--- src/rtl/imem_loader_pkg.sv ---
// Shared types and constants for the imem loader.
//   state_e     : loader FSM state encoding
//   HDR_BYTES   : bytes in the frame header (word count N)
//   TRL_BYTES   : bytes in the frame trailer (32-bit payload sum)
//   BYTE_IDX_W  : width of the byte-within-word counter
package imem_loader_pkg;

   typedef enum logic [2:0] {
      ST_IDLE,
      ST_HDR,
      ST_DATA,
      ST_TRL,
      ST_DONE,
      ST_ERR
   } state_e;

   localparam int HDR_BYTES  = 4;
   localparam int TRL_BYTES  = 4;
   localparam int BYTE_IDX_W = 2;

endpackage

--- src/rtl/imem_loader_pack.sv ---
// Byte-to-word packer: shifts stream bytes in little-endian order and flags
// the cycle in which the 4th byte of a word arrives.
//   clk_i, rst_i  : clock, asynchronous active-high reset
//   clr_i         : restart at byte 0 (load start)
//   byte_en_i     : byte_i is being accepted this cycle
//   byte_i        : stream byte
//   word_valid_o  : combinational, 4th byte accepted this cycle
//   word_o        : assembled word {b3,b2,b1,b0}, valid with word_valid_o
module imem_loader_pack
   import imem_loader_pkg::*;
(
   input  logic        clk_i,
   input  logic        rst_i,
   input  logic        clr_i,
   input  logic        byte_en_i,
   input  logic [7:0]  byte_i,
   output logic        word_valid_o,
   output logic [31:0] word_o
);

   localparam logic [BYTE_IDX_W-1:0] LAST_IDX = BYTE_IDX_W'(HDR_BYTES - 1);

   logic [BYTE_IDX_W-1:0] idx_q, idx_d;
   logic [23:0]           sh_q, sh_d;

   always_comb begin
      idx_d = idx_q;
      sh_d  = sh_q;
      if (clr_i) begin
         idx_d = '0;
         sh_d  = '0;
      end else if (byte_en_i) begin
         // counter wraps 3 -> 0 so the next word starts fresh
         idx_d = idx_q + 1'b1;
         sh_d  = {byte_i, sh_q[23:8]};
      end
   end

   always_ff @(posedge clk_i or posedge rst_i) begin
      if (rst_i) begin
         idx_q <= '0;
         sh_q  <= '0;
      end else begin
         idx_q <= idx_d;
         sh_q  <= sh_d;
      end
   end

   assign word_valid_o = byte_en_i && !clr_i && (idx_q == LAST_IDX);
   assign word_o       = {byte_i, sh_q};

endmodule

--- src/rtl/imem_loader.sv ---
// Instruction memory loader: receives a framed image (header N, N payload
// words, trailer sum) from a byte stream and writes it into imem while the
// core is held in reset.
//   clk_i, rst_i   : clock, asynchronous active-high reset
//   start_i        : pulse, begin a load (ignored mid-frame)
//   byte_i/byte_valid_i/byte_ready_o : stream handshake
//   we_o/waddr_o/wdata_o : imem write port (one strobe per word)
//   cpu_hold_o     : core reset request
//   busy_o/done_o/err_o : load status
//   words_o        : words written by current/last load
//
// state   | meaning
// --------+-----------------------------------------------
// IDLE    | after reset, waiting for start
// HDR     | receiving 4-byte word count N
// DATA    | receiving payload words, writing imem
// TRL     | receiving 4-byte checksum
// DONE    | load good, core released
// ERR     | oversize header or checksum mismatch, core held
module imem_loader
   import imem_loader_pkg::*;
#(
   parameter int DATA_W = 32,
   parameter int DEPTH  = 2048,
   parameter int ADDR_W = 32
) (
   input  logic              clk_i,
   input  logic              rst_i,
   input  logic              start_i,
   input  logic [7:0]        byte_i,
   input  logic              byte_valid_i,
   output logic              byte_ready_o,
   output logic              we_o,
   output logic [ADDR_W-1:0] waddr_o,
   output logic [DATA_W-1:0] wdata_o,
   output logic              cpu_hold_o,
   output logic              busy_o,
   output logic              done_o,
   output logic              err_o,
   output logic [ADDR_W-1:0] words_o
);

   state_e            state_q, state_d;
   logic [DATA_W-1:0] n_q, n_d;
   logic [DATA_W-1:0] sum_q, sum_d;
   logic [ADDR_W-1:0] words_q, words_d;
   logic              we_q, we_d;
   logic [ADDR_W-1:0] waddr_q, waddr_d;
   logic [DATA_W-1:0] wdata_q, wdata_d;

   logic              accept;
   logic              start_go;
   logic              word_valid;
   logic [31:0]       word;

   assign byte_ready_o = (state_q == ST_HDR) || (state_q == ST_DATA) ||
                         (state_q == ST_TRL);
   assign accept       = byte_valid_i && byte_ready_o;
   assign start_go     = start_i && !byte_ready_o;

   imem_loader_pack u_pack (
      .clk_i        (clk_i),
      .rst_i        (rst_i),
      .clr_i        (start_go),
      .byte_en_i    (accept),
      .byte_i       (byte_i),
      .word_valid_o (word_valid),
      .word_o       (word)
   );

   always_comb begin
      state_d = state_q;
      n_d     = n_q;
      sum_d   = sum_q;
      words_d = words_q;
      we_d    = 1'b0;
      waddr_d = waddr_q;
      wdata_d = wdata_q;

      case (state_q)
         ST_IDLE, ST_DONE, ST_ERR: begin
            if (start_go) begin
               state_d = ST_HDR;
               n_d     = '0;
               sum_d   = '0;
               words_d = '0;
            end
         end
         ST_HDR: begin
            if (word_valid) begin
               n_d = word;
               if (word > DATA_W'(DEPTH)) state_d = ST_ERR;
               else if (word == '0)       state_d = ST_TRL;
               else                       state_d = ST_DATA;
            end
         end
         ST_DATA: begin
            if (word_valid) begin
               we_d    = 1'b1;
               waddr_d = {words_q[ADDR_W-3:0], 2'b00};
               wdata_d = word;
               sum_d   = sum_q + word;
               words_d = words_q + 1'b1;
               if (words_d == ADDR_W'(n_q)) state_d = ST_TRL;
            end
         end
         ST_TRL: begin
            if (word_valid) state_d = (word == sum_q) ? ST_DONE : ST_ERR;
         end
         default: state_d = ST_IDLE;
      endcase
   end

   always_ff @(posedge clk_i or posedge rst_i) begin
      if (rst_i) begin
         state_q <= ST_IDLE;
         n_q     <= '0;
         sum_q   <= '0;
         words_q <= '0;
         we_q    <= 1'b0;
         waddr_q <= '0;
         wdata_q <= '0;
      end else begin
         state_q <= state_d;
         n_q     <= n_d;
         sum_q   <= sum_d;
         words_q <= words_d;
         we_q    <= we_d;
         waddr_q <= waddr_d;
         wdata_q <= wdata_d;
      end
   end

   assign we_o       = we_q;
   assign waddr_o    = waddr_q;
   assign wdata_o    = wdata_q;
   assign words_o    = words_q;
   assign busy_o     = byte_ready_o;
   assign done_o     = (state_q == ST_DONE);
   assign err_o      = (state_q == ST_ERR);
   assign cpu_hold_o = (state_q != ST_DONE);

endmodule

--- config.mk ---
export PLATFORM = sky130hd
export DESIGN_NAME = imem_loader
export DESIGN_NICKNAME = d
export VERILOG_FILES = /design/src/rtl/imem_loader_pkg.sv /design/src/rtl/imem_loader_pack.sv /design/src/rtl/imem_loader.sv
export SDC_FILE = /design/constraint.sdc
export NUM_CORES = 1
export LEC_CHECK = 0
export ABC_AREA = 1
export CORE_UTILIZATION = 51
export DETAILED_ROUTE_END_ITERATION = 6
export HOLD_SLACK_MARGIN = 0.1
export PLACE_DENSITY = 0.84
export REMOVE_ABC_BUFFERS = 1
export SLEW_MARGIN = 20
export SYNTH_ARGS = -nofsm -noshare
export SYNTH_HDL_FRONTEND = slang
export SYNTH_SLANG_ARGS = --single-unit
--- constraint.sdc ---
create_clock -name clk_i -period 6.9 [get_ports clk_i]
set_input_delay 0.69 -clock clk_i [delete_from_list [all_inputs] [get_ports clk_i]]
set_output_delay 0.69 -clock clk_i [all_outputs]
set_load 0.02 [all_outputs]
==> results of run 1 <==
==> flip-flops by register name (all words and copies together) (netlist names) <==
register and flops:
n_q 32, state_q 3, sum_q 32, u_pack.idx_q 2, u_pack.sh_q 24, waddr_o 30, wdata_o 32, we_o 1
words_o 32
==> path summary, 6_finish.rpt <==
kind | startpoint | to | slack [ps]
setup / recovery | state_q[1] | sum_q[2] | 3820
hold / removal | wdata_o[30] | wdata_o[30] | 470
setup reg to reg | state_q[1] | sum_q[2] | 3820
hold reg to reg | wdata_o[30] | wdata_o[30] | 470
max in group asynchronous | rst_i | n_q[18] | 4680
min in group asynchronous | rst_i | waddr_o[5] | 780
==> synth_stat cells, types with 3 or more instances <==
library cell	instances	area, sq um
nand2_1	382	1434
dfrtp_1	188	4705
o21ai_0	147	735.7
inv_1	145	544.3
nand3_1	120	600.6
nor2_1	109	409.1
o22ai_1	43	269.0
a21oi_1	41	205.2
ha_1	33	412.9
clkbuf_1	26	97.59
nand4_1	16	100.1
buf_2	14	70.07
nor4_1	13	81.33
xor2_1	12	105.1
nor3_1	9	45.04
a31oi_1	8	50.05
nor2_4	8	90.09
nand2_2	7	43.79
o21ai_1	7	35.03
a21o_1	5	37.54
buf_1	4	15.01
nor2_2	4	25.02
o21bai_1	4	30.03
a21boi_0	3	22.52
buf_4	3	22.52
inv_2	3	11.26
nand3b_1	3	22.52
o211ai_1	3	22.52
==> area by class of cell <==
class	instances	area [sq um]
clock buffers	18	439.2
clock inverters	14	192.7
fillers	1772	7769
inverters	149	569.3
multi-input cells	1002	5054
flip-flops and latches	188	4705
well taps	270	337.8
repair buffers	117	1169
==> critical path: stages, from the launching register on <==
cell and delay, ps:
dfrtp_1 570, nor2_1 200, nor2_4 250, nand3_1 200
nor2_2 190, inv_4 220, a21oi_2 180, buf_4 380
inv_2 390, a32o_1 320
==> layer usage <==
metal	vias up	global-route usage [%]	share of wire, %
met4	0	12.53	3.8
met2	360	45.26	47
li1	4783	-	-
met3	84	3.824	5.4
met5	-	0	0
met1	4690	38.53	43
==> per-stage QoR <==
step / instance area, sq um / hold WS, ps / power (uW) / util, % / cells
2_1_floorplan: 10300 / 453.0 / 2357 / - / 1339
6_report: 12470 / 473.3 / 4015 / 61.61 / 1758
3_3_place_gp: 11810 / 456.6 / 2871 / 58.37 / 1725
4_1_cts: 12440 / 475.7 / 3979 / 61.50 / 1757
5_1_grt: 12470 / 507.8 / 4227 / 61.61 / 1758
3_5_place_dp: 11810 / 458.0 / 2917 / 58.37 / 1725
==> layout by cell type (no fill, tap or decap), types with 5 or more instances in the layout <==
cell type	count
a21o_1	5
nand4_1	16
nand2_1	382
a21oi_1	41
xor2_1	12
dfrtp_1	188
ha_1	33
buf_4	5
nor3_1	9
nor2_1	108
nor2_4	9
o21ai_0	147
clkdlybuf4s50_1	111
clkbuf_16	17
o22ai_1	43
nor4_1	13
a31oi_1	8
o21ai_1	7
nand2_2	7
nand3_1	120
inv_1	144
==> cell families (layout without fill, tap and decap cells) <==
logic type	count (synthesis)	in the layout	share of synthesized area (%)
AO/OA/AOI/OAI	271	271	14.26
other	1	2	0.03570
XOR/XNOR	16	16	1.608
AND/OR/NAND/NOR	679	679	27.92
adder cells (fa/ha/maj)	34	34	4.121
buffers and inverters	196	298	7.277
flip-flops	188	188	44.78
==> power breakdown <==
part	leakage (uW)	internal, uW	switching [uW]
Clock	0.000303	618	443
Sequential	0.00259	1310	197
Combinational	0.00282	497	954
==> flow_summary.yaml, run 1 <==
run_status:
  outcome: "finished clean"
sta:
  finalHoldViolCount: 0
  relSlewSlack_pct: 36.63
  worst_slack_ps: 3816
  final-setup-viol-count: 0
  worst_slew_pin_slew_ps: 950.5
  min_period_over_period_pct: 44.70
  rsz0062_at_grt: "false"
  fmax_ghz: 0.3242
  drv_slew: 0
  fin_crit_ps: 3084
  finClkSkew_ps: 12.62
  tns_ps: 0
layout:
  area_delta_synth_final_pct: 18.66
  fin_nets: 1521
  n_antenna_cell: 0
  drive_gt1_share_pct: 4.839
clocking:
  ctsHoldBuffers: 0
  tritoncts: "done"
  clk_pin_slew_ps: 70
  ctsRootBufferMaster: "clkbuf_16"
  max-clock-path-buffers: 2
  cts_inserted_buffers: 17
  clock_sinks: 188
  clk_latency_ps: 440
  cts_resized: 0
  h-tree-depth: 4
  post_cts_buffers: 0
floorplanning:
  die_y_um: 145.5
  ios: 114
  fp-row-count: 52
  die_area_sq_um: 21180
  start_util_pct: 51.92
  die_w_um: 145.5
  core_region_area_sq_um: 20230
logic_synthesis:
  synth_area_sq_um: 10510
  synth-seq-cells: 188
  synth_edf_count: 0
  synth_warnings: 0
  yosysSeqAreaShare_pct: 44.78
  async_flop_share_pct: 100.0
  postSynthAreaPerCell_sq_um: 7.585
  synth.distinct_cells: 47
  synth_cells: 1385
  ys.flop_type: "dfrtp_1"
worst_hold_path:
  min_path_type: "register to register"
  whs_path_depth: 2
detailed_routing:
  finalWirelength_um: 28850
  routedWlPerCell_um: 16.41
  dr.pass1.iters: 6
  vias: 9917
  drt.antenna.violating_nets: 0
  drc: 0
  viasPerCell: 5.641
  initialDrtViolationCount: 827
place:
  io_buffers: 111
  place_congestion: 0.9450
  dp_hpwl_um: 20780
  pre_cts_slack_ps: 3559
power:
  power.density_nw_per_um2: 322.1
  vdd_drop_max_v: 0.0002496
  power_leakage_uw: 0.005710
global_route:
  antenna_found_initial: 0
  grt-ovfl-total: 0
  track_usage_pct: 28.26
  grt_pass1_vias: 9380
  grt_max_degree: 114
  grt_pass1_wl_um: 47820
setup_path:
  critical_path_class: "register to register"
  crit_fanout: 71
  reg2reg_depth: 9
  crit_arrival_ps: 3400
  start_kind: "register"
  end_kind: "register"
  required_ps: 7220
run:
  cap_violations: 0
Power figures use the tool's default switching activity.
==> run 2, diff against run 1 <==
==> constraint.sdc (replaced) <==
create_clock -name clk_i -period 3.06 [get_ports clk_i]
set_input_delay 0.306 -clock clk_i [delete_from_list [all_inputs] [get_ports clk_i]]
set_output_delay 0.306 -clock clk_i [all_outputs]
set_load 0.02 [all_outputs]
==> run 2 against run 1 <==
Highest routed layer is now met5. Core utilization rose by 0.33 points. Critical path depth rose by 9. Final cell count rose by 0.63%. Register-to-register slack got worse by 3300 ps. Critical endpoint is now state_q[2]. Sequential share of layout area fell by 0.20 points. Combinational power rose by 130%. Largest cell class unchanged. Sequential power rose by 130%. Design area rose by 0.53%. Setup slack got worse by 3300 ps. Clock power rose by 110%.
==> flow_summary.yaml, run 2 (same netlist as run 1, synthesis figures left out) <==
run_status:
  outcome: "finished clean"
setup_path:
  cp_slowest_cell: "dfrtp_1"
  crit_arrival_ps: 2900
  critPathMaxStageDelay_ps: 500
  reg2reg_depth: 18
  crit_start: "words_o[0]"
  cpMostUsedCell: "nand2_1"
  crit_fanout: 8
  endpoint: "state_q[2]"
  r2r-end: "state_q[2]"
  end_kind: "register"
  r2r_slack_ps: 480
  start_kind: "register"
  r2r_start: "words_o[0]"
  required_ps: 3380
  critical_path_class: "register to register"
  crit_chain: "ha_1 -> nand2_1 -> nor2_4 -> nand2_2 -> nor2_2 -> nand2_1 -> nand2_1 -> nand2_1 -> nand2_1 -> nand2_1 -> nor2_1 -> nand2_1 -> nor2_1 -> nand3_1 -> nand2_2 -> nand2_1 -> nand2_1 -> nand2_1"
sta:
  fin_crit_ps: 2584
  finalHoldViolCount: 0
  final-setup-viol-count: 0
  relSlewSlack_pct: 45.06
  finClkSkew_ps: 10.56
  fmax_ghz: 0.3870
  worst_slew_pin_slew_ps: 822.2
  min_period_over_period_pct: 84.45
  fin_hold_ws_ps: 282.2
  rsz0062_at_grt: "false"
  drv_slew: 0
detailed_routing:
  viasPerCell: 5.665
  initialDrtViolationCount: 877
  dr.pass1.iters: 5
  routedWlPerCell_um: 16.59
  topRoutingLayerUsed: "met5"
  vias: 10020
  wl_met3_um: 1651
  drt.antenna.violating_nets: 0
  finalWirelength_um: 29350
  drc: 0
  dr_wl_met2_um: 13720
  wl_met1_um: 12800
place:
  dp_hpwl_um: 21630
  placed_cell_area_sq_um: 11950
  place_congestion: 1.014
  io_buffers: 111
  dp_cells: 1739
power:
  power_leakage_uw: 0.005762
  power.density_nw_per_um2: 708.8
  vdd_drop_max_v: 0.0004994
  p_total_uw: 8883
layout:
  area_delta_synth_final_pct: 19.29
  layout.cells.most_common: "nand2_1"
  drive_gt1_share_pct: 5.337
  fin_nets: 1534
  fin_area_sq_um: 12530
  final_cell_mix: "nand2_1 (382), dfrtp_1 (188), o21ai_0 (147), inv_1 (144), nand3_1 (120)"
  final_cells: 1769
  n_antenna_cell: 0
clocking:
  ctsRootBufferMaster: "clkbuf_16"
  cts_inserted_buffers: 17
  clk_latency_ps: 430
  h-tree-depth: 4
  max-clock-path-buffers: 2
  cts_resized: 0
  tritoncts: "done"
  clk_pin_slew_ps: 60
  ctsHoldBuffers: 0
  post_cts_buffers: 0
  clock_sinks: 188
floorplanning:
  start_util_pct: 51.92
  core_region_area_sq_um: 20230
  die_area_sq_um: 21180
  die_y_um: 145.5
  ios: 114
  die_w_um: 145.5
  fp-row-count: 52
run:
  cap_violations: 0
global_route:
  track_usage_pct: 28.21
  grt_pass1_wl_um: 47420
  antenna_found_initial: 1
  grt-ovfl-total: 0
  grt_pass1_vias: 9436
  grt_max_degree: 89
worst_hold_path:
  min_path_type: "primary input to async pin"
## run 2: changes by cell type in the layout (fill, tap and decap cells not counted)
cell,before,now
clkbuf_1,0,3
clkbuf_8,1,4
buf_12,1,3
inv_6,2,0
clkinv_2,3,2
bufinv_16,4,2
buf_4,5,16
clkinvlp_4,3,1
inv_8,1,0
## run 2: area by class of cell
class,count,area [sq um]
Inverter,149,566.8
Tap cell,270,337.8
Timing Repair Buffer,130,1291
Clock inverter,6,86.33
Multi-Input combinational cell,1002,5054
Clock buffer,24,491.7
Sequential cell,188,4705
Fill cell,1731,7702
## run 2: metrics by stage
| step | util, % | worst slack (ps) | setup TNS [ps] |
|---|---|---|---|
| after floorplan | - | -2360 | -512850 |
| after global placement | 59.08 | 611.9 | 0 |
| after detailed placement | 59.08 | 556.1 | 0 |
| after CTS | 61.93 | 494.2 | 0 |
| after global routing | 61.93 | 235.1 | 0 |
| final | 61.93 | 476.0 | 0 |
## run 2: critical path: cells and delay by family (launching register included)
kind          cells  cell delay (ps)
flops             1              500
simple gates     17             1760
fa+ha+maj         1              220
## run 2: worst min path at each step
stage | end | depth (start not counted) | startpoint
floorplan | wdata_o[26] | 2 | byte_i[2]
global placement | wdata_o[27] | 2 | wdata_o[27]
detailed placement | wdata_o[27] | 2 | wdata_o[27]
CTS | waddr_o[11] | 2 | rst_i
global route | waddr_o[6] | 2 | rst_i
finish | waddr_o[6] | 2 | rst_i
## run 2: where the power goes
part | internal [uW] | switching [uW]
combinational | 1140 | 2160
sequential | 2950 | 428
clock | 1280 | 929
total | 5370 | 3520
## run 2: routing by layer
layer | vias up | GRT usage (%)
li1 | 4814 | -
met1 | 4701 | 37.55
met2 | 422 | 45.60
met3 | 82 | 4.420
met4 | 2 | 12.89
met5 | - | 0
